`src/rtl/biquad_pkg.sv`:
```
// Shared types and constants for the time-shared biquad sequencer.
// Holds the FSM encoding, the tap order and the output clamp bounds.
package biquad_pkg;

    typedef enum logic [1:0] {
        IDLE,
        MAC,
        OUT
    } state_t;

    localparam int NTAPS = 5;

    localparam logic [2:0] TAP_B10 = 3'd0;
    localparam logic [2:0] TAP_B11 = 3'd1;
    localparam logic [2:0] TAP_B12 = 3'd2;
    localparam logic [2:0] TAP_A11 = 3'd3;
    localparam logic [2:0] TAP_A12 = 3'd4;

    function automatic longint sat_hi(input int w);
        return (longint'(1) << (w - 1)) - 1;
    endfunction

    function automatic longint sat_lo(input int w);
        return -(longint'(1) << (w - 1));
    endfunction

endpackage

```
`src/rtl/biquad_mac.sv`:
```
// Single signed multiplier with negate/accumulate and a
// shift-and-clamp output stage back to sample width.
module biquad_mac
    import biquad_pkg::*;
#(
    parameter int DW = 12,
    parameter int CW = 16,
    parameter int AW = DW + CW + 3
) (
    input  logic                 clk,
    input  logic                 rst_n,
    input  logic                 clr,
    input  logic                 en,
    input  logic                 neg,
    input  logic signed [CW-1:0] coef,
    input  logic signed [DW-1:0] data,
    output logic signed [DW-1:0] y
);

    localparam int PW = DW + CW;
    localparam logic signed [AW-1:0] HI = AW'(sat_hi(DW));
    localparam logic signed [AW-1:0] LO = AW'(sat_lo(DW));

    logic signed [PW-1:0] prod;
    logic signed [AW-1:0] ext;
    logic signed [AW-1:0] term;
    logic signed [AW-1:0] acc_q;
    logic signed [AW-1:0] shifted;

    assign prod = coef * data;
    assign ext  = {{(AW - PW){prod[PW-1]}}, prod};
    assign term = neg ? -ext : ext;

    always_ff @(posedge clk or negedge rst_n) begin
        if (!rst_n) begin
            acc_q <= '0;
        end else if (clr) begin
            acc_q <= '0;
        end else if (en) begin
            acc_q <= acc_q + term;
        end
    end

    // Arithmetic shift drops the fraction, so rounding is toward -inf.
    assign shifted = acc_q >>> (CW - 1);

    always_comb begin
        y = shifted[DW-1:0];
        if (shifted > HI) begin
            y = HI[DW-1:0];
        end else if (shifted < LO) begin
            y = LO[DW-1:0];
        end
    end

endmodule

```
`src/rtl/biquad_seq.sv`:
```
// Biquad sample sequencer: one product per cycle over five taps,
// with shadowed coefficients reloaded only while idle.
module biquad_seq
    import biquad_pkg::*;
#(
    parameter int DATAWIDTH = 12,
    parameter int COEFWIDTH = 16,
    parameter int ACCWIDTH  = DATAWIDTH + COEFWIDTH + 3
) (
    input  logic                 clk_i,
    input  logic                 rst_ni,
    input  logic                 clr_i,
    input  logic                 sample_valid_i,
    input  logic [DATAWIDTH-1:0] x_i,
    input  logic                 coef_upd_i,
    input  logic [31:0]          a11_i,
    input  logic [31:0]          a12_i,
    input  logic [31:0]          b10_i,
    input  logic [31:0]          b11_i,
    input  logic [31:0]          b12_i,
    output logic [DATAWIDTH-1:0] y_o,
    output logic                 y_valid_o,
    output logic                 busy_o,
    output logic                 overrun_o
);

    localparam int DW = DATAWIDTH;
    localparam int CW = COEFWIDTH;

    state_t state_q;
    state_t state_d;

    logic [2:0] tap_q;
    logic pending_q;
    logic overrun_q;

    logic signed [DW-1:0] x_cur;
    logic signed [DW-1:0] x1;
    logic signed [DW-1:0] x2;
    logic signed [DW-1:0] y1;
    logic signed [DW-1:0] y2;
    logic signed [DW-1:0] y_reg;
    logic signed [DW-1:0] y_sat;

    logic signed [CW-1:0] b10_s;
    logic signed [CW-1:0] b11_s;
    logic signed [CW-1:0] b12_s;
    logic signed [CW-1:0] a11_s;
    logic signed [CW-1:0] a12_s;

    logic signed [CW-1:0] op_c;
    logic signed [DW-1:0] op_d;
    logic op_neg;

    logic accept;
    logic out_fire;
    logic mac_clr;
    logic mac_en;
    logic unused_hi;

    assign unused_hi = ^{a11_i[31:16], a12_i[31:16], b10_i[31:16],
                         b11_i[31:16], b12_i[31:16]};

    assign accept   = (state_q == IDLE) && sample_valid_i && !clr_i;
    assign out_fire = (state_q == OUT) && !clr_i;
    assign mac_clr  = clr_i || accept;
    assign mac_en   = (state_q == MAC) && !clr_i;

    assign y_valid_o = out_fire;
    assign y_o       = out_fire ? y_sat : y_reg;
    assign busy_o    = (state_q != IDLE);
    assign overrun_o = overrun_q;

    always_ff @(posedge clk_i or negedge rst_ni) begin
        if (!rst_ni) begin
            state_q <= IDLE;
        end else begin
            state_q <= state_d;
        end
    end

    always_comb begin
        state_d = state_q;
        if (clr_i) begin
            state_d = IDLE;
        end else begin
            unique case (state_q)
                IDLE: if (sample_valid_i) state_d = MAC;
                MAC:  if (tap_q == 3'(NTAPS - 1)) state_d = OUT;
                OUT:  state_d = IDLE;
                default: state_d = IDLE;
            endcase
        end
    end

    // Feedback taps are subtracted inside the MAC.
    always_comb begin
        op_c   = b10_s;
        op_d   = x_cur;
        op_neg = 1'b0;
        unique case (tap_q)
            TAP_B10: begin op_c = b10_s; op_d = x_cur; end
            TAP_B11: begin op_c = b11_s; op_d = x1;    end
            TAP_B12: begin op_c = b12_s; op_d = x2;    end
            TAP_A11: begin op_c = a11_s; op_d = y1; op_neg = 1'b1; end
            TAP_A12: begin op_c = a12_s; op_d = y2; op_neg = 1'b1; end
            default: ;
        endcase
    end

    always_ff @(posedge clk_i or negedge rst_ni) begin
        if (!rst_ni) begin
            tap_q     <= '0;
            pending_q <= 1'b0;
            overrun_q <= 1'b0;
            x_cur     <= '0;
            x1        <= '0;
            x2        <= '0;
            y1        <= '0;
            y2        <= '0;
            y_reg     <= '0;
            b10_s     <= '0;
            b11_s     <= '0;
            b12_s     <= '0;
            a11_s     <= '0;
            a12_s     <= '0;
        end else if (clr_i) begin
            tap_q     <= '0;
            pending_q <= pending_q | coef_upd_i;
            overrun_q <= 1'b0;
            x_cur     <= '0;
            x1        <= '0;
            x2        <= '0;
            y1        <= '0;
            y2        <= '0;
        end else begin
            if (state_q == IDLE && pending_q) begin
                b10_s     <= b10_i[15 -: CW];
                b11_s     <= b11_i[15 -: CW];
                b12_s     <= b12_i[15 -: CW];
                a11_s     <= a11_i[15 -: CW];
                a12_s     <= a12_i[15 -: CW];
                pending_q <= coef_upd_i;
            end else if (coef_upd_i) begin
                pending_q <= 1'b1;
            end
            if (sample_valid_i && state_q != IDLE) begin
                overrun_q <= 1'b1;
            end
            if (accept) begin
                x_cur <= $signed(x_i);
                tap_q <= '0;
            end
            if (state_q == MAC) begin
                tap_q <= tap_q + 3'd1;
            end
            if (state_q == OUT) begin
                x2    <= x1;
                x1    <= x_cur;
                y2    <= y1;
                y1    <= y_sat;
                y_reg <= y_sat;
            end
        end
    end

    biquad_mac #(
        .DW(DW),
        .CW(CW),
        .AW(ACCWIDTH)
    ) u_mac (
        .clk  (clk_i),
        .rst_n(rst_ni),
        .clr  (mac_clr),
        .en   (mac_en),
        .neg  (op_neg),
        .coef (op_c),
        .data (op_d),
        .y    (y_sat)
    );

endmodule
```
`config.mk`:
```
export PLATFORM = sky130hd
export DESIGN_NAME = biquad_seq
export DESIGN_NICKNAME = d
export VERILOG_FILES = /design/src/rtl/biquad_pkg.sv /design/src/rtl/biquad_mac.sv /design/src/rtl/biquad_seq.sv
export SDC_FILE = /design/constraint.sdc
export NUM_CORES = 1
export LEC_CHECK = 0
export CORE_ASPECT_RATIO = 0.6
export CORE_MARGIN = 8
export CORE_UTILIZATION = 40
export DETAILED_ROUTE_END_ITERATION = 6
export GPL_ROUTABILITY_DRIVEN = 0
export GPL_TIMING_DRIVEN = 0
export SLEW_MARGIN = 20
export SYNTH_ARGS = -nofsm -noshare
export SYNTH_HDL_FRONTEND = slang
export SYNTH_HIERARCHICAL = 1
export SYNTH_SLANG_ARGS = --single-unit
```
`constraint.sdc`:
```
create_clock -name clk_i -period 9.8 [get_ports clk_i]
set_input_delay 1.96 -clock clk_i [delete_from_list [all_inputs] [get_ports clk_i]]
set_output_delay 1.96 -clock clk_i [all_outputs]
set_load 0.02 [all_outputs]
```
==> metrics.md <==
| Metric | Value |
|---|---|
| Status | finished, final reports clean |
| Layout fillers | around 4000 |
| Async S/R FF share, synth | 100% |
| Sequential element share of the synthesized area | a little over a quarter |
| CP max-delay cell | or4bb_4 |
| Num CTS Buffers | 17 |
| Crit end category | register |
| Max reg flops | 31 |
| Nets | approximately 2400 |
| DR pass1 iterations | 7 |
| Seq. cell area | ~4800 sq um |
| Synth cell count leaders | inv_1 (246), dfrtp_1 (190), fa_1 (179) |
| Hold-fix buffers, CTS | 0 |
| Die area | around 52000 sq um |
| Multi-input combinational cell area | 12500 sq um |
| Total congestion overflow | 0 |
| Worst stage delay on the critical path | around 0.63 ns |
| Syn Inst Count | between 1500 and 2000 |
| Vias in the first global route | between 10000 and 15000 |
| Synthesized flop and latch total | 190 |
| Synth top area cells | dfrtp_1 (27%), fa_1 (20%), mux2_2 (7.0%) |
| Synth top area share | roughly a quarter |
| Final period util | 97.7% |
| Longest Clk Path Bufs | 2 |
| R2R depth | 37 |
| Clk_skew | 0.0231 ns |
| Core ar. | 44400 sq um |
| Final hold vios | 0 |
| Post-Place Cells | around 2500 |
| Max-slew violations | 0 |
| Wire per inst | approximately 20 um |
| H-Tree Depth | 4 |
| Synth Cell Area | 17800 sq um |
| Synth unique cells | between 80 and 90 |
| Num rows | 60 |
| # IOs | 192 |
| Yosys warns | 6 |
| Hold Startpoint | a12_s[7] |
| Class of the worst hold path | register to register |
| Rel. slew slack | 28.7% |
| Detail Route Antenna Nets | 0 |
| Global Route Usage Sum | between 10% and 20% |
| Routed via count | about 14000 |
| Routed WL | about 52000 um |
| IO buf count | 111 |
| Max-cap viol count | 0 |
| Clock transition at path regs | approximately 0.10 ns |
| CTS tree | done |
| Post-synth top flop | dfrtp_1 |
| Setup violators final | 0 |
| Syn nets | about 2200 |
| Most common cell in the netlist | inv_1 |
| P_leak | 10.1 nW |
| Worst Tran Pin Value | 1.06 ns |
| Post-route insts no fill | around 2600 |
| Vert. Die Dim | 180 um |
| DP HPWL | roughly 41000 um |
| Top reg by flops | u_mac/acc_q |
| Reg2Reg Setup Slack | approximately 0.23 ns |
| Kind of critical path | register to register |
| Critical Path RT | between 10 and 15 ns |
| Starting Density | 40.2% |
| CP arrival | approximately 10 ns |
| Fmax | approximately 100 MHz |
| Min Tclk post-route | around 9.6 ns |
| First-pass GRT wire length | between 80000 and 90000 um |
| Die width | between 200 and 300 um |
| Via density | 5.43 |
| WHS | between 0.4 and 0.5 ns |
| CTS sink count | 190 |
| Area leader, netlist | dfrtp_1 |
| Hold Path Stages | 1 |
| Syn Area/Cell | around 10 sq um |
| DRC viols | 0 |
| Crit Path Max Fanout | 10 |
| Worst min-delay path endpoint | a12_s[7] |
| Worst-Skew Late Latency | around 0.47 ns |
| Peak supply drop | around 0.21 mV |
| Violation count after the first detailed-route iteration | between 1000 and 1500 |
| Endpoint of the worst-slack reg-to-reg timing path | u_mac/acc_q[30] |
| Layout cells sized above 1 | 20.5% |
| Clock Tree Root | clkbuf_16 |
| Initial antenna violation count | 0 |
| Worst Setup SP | tap_q[0] |
| Critical path launch point type | register |
| Post-synth EDFFs | 0 |
| RR Startpoint | tap_q[0] |
| Pin count of the biggest net entering global routing | 98 |
| Area grow syn2layout | 23.1% |
| Power Density | 230 nW/um^2 |
-- kinds of logic (layout without fill, tap and decap cells) --
logic type | count (synthesis) | in the layout | synth area share [%]
AO/OA/AOI/OAI | 367 | 367 | 15.1
XOR/XNOR | 65 | 65 | 3.19
adder cells (fa/ha/maj) | 275 | 275 | 26.8
buffers and inverters | 336 | 531 | 7.65
flip-flops | 190 | 190 | 26.7
multiplexers | 143 | 143 | 8.87
other | 0 | 2 | 0
AND/OR/NAND/NOR | 413 | 413 | 11.6
-- cells in the final DEF (no fill, tap or decap), drive strengths merged, types with 5 or more instances in the layout --
| cell | n |
|---|---|
| clkdlybuf4s50 | 110 |
| o21ai | 59 |
| xor2 | 17 |
| a21o | 33 |
| nand4 | 6 |
| o31ai | 6 |
| o21a | 28 |
| a32oi | 30 |
| nor2 | 81 |
| mux2i | 23 |
| a21oi | 53 |
| nor4 | 6 |
| a31oi | 5 |
| ha | 96 |
| dfrtp | 190 |
| inv | 256 |
| nand2 | 147 |
| and2 | 72 |
| o21bai | 10 |
| nand3 | 20 |
| nand2b | 16 |
| a22oi | 29 |
| a22o | 59 |
| xnor2 | 48 |
| or2 | 7 |
| nor3b | 7 |
| buf | 102 |
| fa | 179 |
| a211oi | 13 |
| mux2 | 120 |
| o211ai | 7 |
| nor3 | 18 |
| clkbuf | 57 |
| or3 | 12 |
-- layout make-up --
cell class	count	area share (%)
multi-input cells	1263	57.0
plain buffers	80	2.99
clock buffers	17	1.94
inverters	247	4.26
well taps	589	3.36
diodes	2	0.0228
flip-flops and latches	190	21.7
clock inverters	15	1.00
repair buffers	172	7.71
-- timing repair --
| item | CTS | global route |
|---|---|---|
| setup buffers | 24 | 33 |
| resized for setup | 152 | 158 |
| pin swaps | 32 | 78 |
| gates cloned | 1 | 2 |
| setup endpoints to repair | 15 | 9 |
| hold endpoints to repair | 0 | 0 |
-- where the power goes --
| part | switching, mW | leakage (nW) | internal (mW) |
|---|---|---|---|
| registers | 0.0620 | 2.45 | 0.879 |
| clock network | 0.408 | 0.311 | 0.364 |
| logic | 1.93 | 7.30 | 1.40 |
| total | 2.40 | 10.1 | 2.64 |
-- stage by stage --
stage	area (sq um)	TNS, ns	total power, mW	setup slack, ns	utilization, %
6_report	21900	0	5.04	0.230	49.5
5_1_grt	21900	-0.0812	5.41	-0.0579	49.4
4_1_cts	21100	0	4.68	0.00441	47.6
3_5_place_dp	19700	-11.84	3.61	-1.75	44.4
3_3_place_gp	19700	-255.90	3.55	-1.66	44.3
2_1_floorplan	17800	0	2.87	0.407	-
-- critical path, delay by kind of cell (launching register included) --
family / cells / cell delay, ns
fa+ha+maj: 8 / 2.96
simple gates: 8 / 2.73
compound gates: 10 / 1.80
buf+inv: 9 / 1.00
flops: 1 / 0.43
mux: 1 / 0.32
xor+xnor: 1 / 0.22
-- worst max path at each step --
| stage | end | slack, ns | depth (start not counted) |
|---|---|---|---|
| floorplan | u_mac/acc_q[30] | 0.41 | 39 |
| global placement | u_mac/acc_q[30] | -1.66 | 39 |
| detailed placement | u_mac/acc_q[30] | -1.75 | 39 |
| CTS | u_mac/acc_q[30] | 0.004 | 38 |
| global route | u_mac/acc_q[30] | -0.06 | 40 |
| finish | u_mac/acc_q[30] | 0.23 | 37 |
-- metal layers --
layer | up-vias | routed length [um] | global-route usage, %
li1 | 6417 | - | -
met4 | 0 | 305 | 2.54
met1 | 7184 | 25600 | 29.9
met5 | - | 0 | 0
met2 | 369 | 21300 | 27.2
met3 | 22 | 4620 | 7.71
Power figures use the tool's default switching activity.
